[src/rtl/seq_tx_moore.sv]
// rtl/seq_tx_moore.sv - serial pattern transmitter with a consecutive-ones reference model
// Emits a loaded pattern MSB-first with optional zero gaps between repetitions; exp_detect models a RUN_LEN-ones Moore detector.
module seq_tx_moore #(
  parameter int WIDTH      = 8,
  parameter int GAP_CYCLES = 2,
  parameter int RUN_LEN    = 3
) (
  input  logic             clk,
  input  logic             reset,
  input  logic             start,
  input  logic [WIDTH-1:0] pattern,
  input  logic [4:0]       nbits,
  input  logic [3:0]       reps,
  output logic             data_out,
  output logic             valid,
  output logic             busy,
  output logic             done,
  output logic             exp_detect
);

  localparam logic [1:0] S_IDLE  = 2'd0;
  localparam logic [1:0] S_SHIFT = 2'd1;
  localparam logic [1:0] S_GAP   = 2'd2;
  localparam logic [1:0] S_DONE  = 2'd3;

  localparam int GW = (GAP_CYCLES > 1) ? $clog2(GAP_CYCLES) : 1;
  localparam logic [GW-1:0] GAP_LOAD = GW'((GAP_CYCLES > 0) ? GAP_CYCLES - 1 : 0);
  localparam int OW = $clog2(RUN_LEN + 1);
  localparam logic [OW-1:0] RUN_MAX = OW'(RUN_LEN);
  localparam logic [4:0] WIDTH_5 = 5'(WIDTH);

  logic [1:0]       state;
  logic [WIDTH-1:0] shift_reg;
  logic [WIDTH-1:0] pat_hold;
  logic [4:0]       bit_cnt;
  logic [4:0]       len_hold;
  logic [3:0]       rep_cnt;
  logic [GW-1:0]    gap_cnt;
  logic [OW-1:0]    ones_cnt;
  logic [OW-1:0]    ones_nxt;
  logic             exp_q;
  logic [4:0]       nbits_norm;
  logic [3:0]       reps_norm;

  always_comb begin
    nbits_norm = nbits;
    if (nbits == 5'd0 || nbits > WIDTH_5) nbits_norm = WIDTH_5;
    reps_norm = (reps == 4'd0) ? 4'd1 : reps;
  end

  // Outputs decode state and registers only, so no input reaches an output combinationally.
  assign data_out   = (state == S_SHIFT) & shift_reg[WIDTH-1];
  assign valid      = (state == S_SHIFT);
  assign busy       = (state != S_IDLE);
  assign done       = (state == S_DONE);
  assign exp_detect = exp_q;

  always_comb begin
    ones_nxt = '0;
    if (data_out) ones_nxt = (ones_cnt == RUN_MAX) ? ones_cnt : ones_cnt + 1'b1;
  end

  always_ff @(posedge clk or negedge reset) begin
    if (!reset) begin
      ones_cnt <= '0;
      exp_q    <= 1'b0;
    end else begin
      ones_cnt <= ones_nxt;
      exp_q    <= (ones_nxt == RUN_MAX);
    end
  end

  always_ff @(posedge clk or negedge reset) begin
    if (!reset) begin
      state     <= S_IDLE;
      shift_reg <= '0;
      pat_hold  <= '0;
      bit_cnt   <= '0;
      len_hold  <= '0;
      rep_cnt   <= '0;
      gap_cnt   <= '0;
    end else begin
      case (state)
        S_IDLE: begin
          if (start) begin
            shift_reg <= pattern;
            pat_hold  <= pattern;
            bit_cnt   <= nbits_norm;
            len_hold  <= nbits_norm;
            rep_cnt   <= reps_norm;
            state     <= S_SHIFT;
          end
        end
        S_SHIFT: begin
          if (bit_cnt == 5'd1 && rep_cnt > 4'd1) begin
            rep_cnt   <= rep_cnt - 4'd1;
            shift_reg <= pat_hold;
            bit_cnt   <= len_hold;
            if (GAP_CYCLES == 0) begin
              state <= S_SHIFT;
            end else begin
              gap_cnt <= GAP_LOAD;
              state   <= S_GAP;
            end
          end else begin
            shift_reg <= {shift_reg[WIDTH-2:0], 1'b0};
            bit_cnt   <= bit_cnt - 5'd1;
            if (bit_cnt == 5'd1) state <= S_DONE;
          end
        end
        S_GAP: begin
          if (gap_cnt == '0) state <= S_SHIFT;
          else gap_cnt <= gap_cnt - 1'b1;
        end
        S_DONE:  state <= S_IDLE;
        default: state <= S_IDLE;
      endcase
    end
  end

endmodule

[config.mk]
export PLATFORM = sky130hd
export DESIGN_NAME = seq_tx_moore
export DESIGN_NICKNAME = d
export VERILOG_FILES = /design/src/rtl/seq_tx_moore.sv
export SDC_FILE = /design/constraint.sdc
export NUM_CORES = 1
export LEC_CHECK = 0
export ABC_AREA = 1
export CELL_PAD_IN_SITES_DETAIL_PLACEMENT = 1
export CELL_PAD_IN_SITES_GLOBAL_PLACEMENT = 1
export CORE_MARGIN = 10
export CORE_UTILIZATION = 36
export CTS_BUF_LIST = sky130_fd_sc_hd__clkbuf_16
export DETAILED_ROUTE_END_ITERATION = 8
export PLACE_DENSITY = 0.72
export SYNTH_ARGS = -nofsm -noshare
export SYNTH_HDL_FRONTEND = slang
export SYNTH_SLANG_ARGS = --single-unit
[constraint.sdc]
create_clock -name clk -period 1.72 [get_ports clk]
set_clock_uncertainty 0.2 [all_clocks]
set_input_delay 0.258 -clock clk [delete_from_list [all_inputs] [get_ports clk]]
set_output_delay 0.258 -clock clk [all_outputs]
set_load 0.03 [all_outputs]
==> metrics <==
actual slew at the worst max-slew pin 409 ps; IO Port Bufs 24; die area 8690 µm²; Post-Place Setup Slack -10.3 ps; max_slew headroom 72.7%; Max Buffers Root-to-Sink 2; Fin. Hold Viols 0; DRT Pass-1 Iters 4; Power Dens Cells 1870 nW/µm²; Final Wtd Congestion 0.769; Post-synth EDFFs 0; CTS tree yes; Remaining Overflow, GRT 0; vias in the first global route 2056; distinct cell type count after synthesis 26; H-tree depth 2; routed vias 1851; Via density 4.88; post-synthesis instance total 254; outcome complete, but fails checks; DRC violations left 0; asr flop ratio synth 100%; critical path data arrival time 1290 ps; number of buffers created by CTS 5; remaining antenna violation count 0; Area Overhead vs Synth 38.4%; Crit Path Class reg -> out; # rows 26; hold crit path type reg -> reg; share of the synthesized area in the top cell type 46.7%; routed wire length 5400 µm; Required @ worst endpoint 1260 ps; leading area contributor after synthesis dfrtp_1; #FFs+latches synth 36; final setup vio count 1; Initial Util 37.6%; area of the multi-input gates 878 µm²; failing checks setup timing; core area 5140 µm²; CP Max Fanout 5; CTS Sinks 36; diode count 0; RSZ-0062 raised after global routing yes; Seq/Total Area, Yosys 46.7%; Net Count, Synth 278; maxcap violations 0; Die Wd 93.2 µm; initial antenna violation count 0; CTS root buffer clkbuf_16; DP HPWL 3920 µm; share of cells above drive strength 1 20.4%; post-route non-filler standard cell count 379; warning count from the yosys run 0; fin nets 333; Fill cells 666; fmax 572 MHz; placed cells 366; Slew Limit Fails 0; largest net degree at the start of global routing 23; gr usage total 13.5%; Post-Syn Area 1930 µm²; setup ws final -28.1 ps; Startpoint Class flip-flop; worst skew pair latency 280 ps; Synth top cells by count 74 x nand2_1, 38 x inv_1, 36 x dfrtp_1; Main synth FF type dfrtp_1; Max VDD drop 0.707 mV; Clock transition at path regs 50 ps; critical path endpoint category output port; largest cells by area after synthesis dfrtp_1 47%, nand2_1 14%, inv_1 7.4%, nand3_1 6.7%, o21ai_0 4.4%; register area 901 µm²; Syn Area/Cell 7.60 µm²; drt first-iter violations 60; Avg WL per Cell 14.3 µm; fin crit share 102%; I/O pins 25; final worst path period need 1750 ps; Die Height 93.2 µm; first-pass GRT wire length 9480 µm; count leader, synth nand2_1; leakage 0.00135 µW
per-stage QoR:
stage	power, µW	instance area (µm²)	hold WS, ps	TNS [ps]	utilization, %
after floorplan	2970	1930	-238	0	-
after global placement	3810	2420	5.67	0	47.1
after detailed placement	3880	2420	10.9	-10.3	47.1
after CTS	4900	2620	243	-39.0	50.9
after global routing	5490	2670	278	-136	52.0
final	5000	2670	240	-28.1	52.0
path summary, 6_finish.rpt:
kind	cells past startpoint	to	startpoint	slack (ps)
worst max-delay path	5	data_out	state[1]	-30
worst min-delay path	1	ones_cnt[0]	ones_cnt[0]	240
worst min register to register	1	ones_cnt[0]	ones_cnt[0]	240
max in group asynchronous	3	len_hold[1]	reset	610
worst max register to register	9	bit_cnt[4]	rep_cnt[1]	100
min in group asynchronous	2	rep_cnt[0]	reset	250
cell families after synthesis:
kind of cell / after synthesis / share of synthesized area [%]
and+or+nand+nor: 131 / 29.7
adders and majority gates: 4 / 2.59
xor gates and xnor gates: 3 / 1.36
buffers and inverters: 49 / 10.4
DFF: 36 / 46.7
AOI/OAI and AO/OA: 31 / 9.20
worst max-delay path, cell delays in order (launching register included):
cell	delay [ps]
dfrtp_1	390
buf_6	130
nor2_4	180
inv_2	70
nor2_4	100
buf_6	140
cell usage in the layout (no fill, tap or decap), types with 3 or more instances in the layout:
cell type,synthesis,layout
a21oi_1,4,4
nand2_1,74,70
dfrtp_1,36,36
clkbuf_16,0,5
inv_1,38,35
nand2_2,2,5
clkdlybuf4s50_1,0,18
inv_2,3,7
buf_4,3,26
o21ai_0,17,17
nor2_4,1,3
buf_6,0,6
nand4_1,7,7
nand3_1,26,26
nor2_1,17,16
o211ai_1,4,4
power by group:
group	internal, µW	total, µW	switching [µW]
logic	1150	2700	1550
registers	1230	1460	228
clock network	519	839	319
per-layer routing:
metal / global-route usage, % / share of wire [%] / wire length, µm / vias to the layer above
li1: - / - / - / 912
met1: 14.9 / 43 / 2330 / 901
met2: 24.7 / 52 / 2800 / 30
met3: 2.56 / 3.0 / 162 / 8
met4: 5.27 / 2.0 / 109 / 0
met5: 0 / 0 / 0 / -
final cells by class:
type / count / area share (%)
Clock buffer: 5 / 4.68
Clock inverter: 2 / 0.328
Inverter: 41 / 5.76
Multi-Input combinational cell: 169 / 32.9
Sequential cell: 36 / 33.7
Tap cell: 70 / 3.28
Timing Repair Buffer: 56 / 19.4
timing repair:
action,4_1_cts,5_1_grt
pin swaps,1,4
hold endpoints to repair,14,0
gates resized for setup,13,13
setup buffers,3,2
cloned,0,0
setup endpoints to repair,8,20
hold buffers,1,0
No activity file was read; power rests on OpenSTA's default activity.
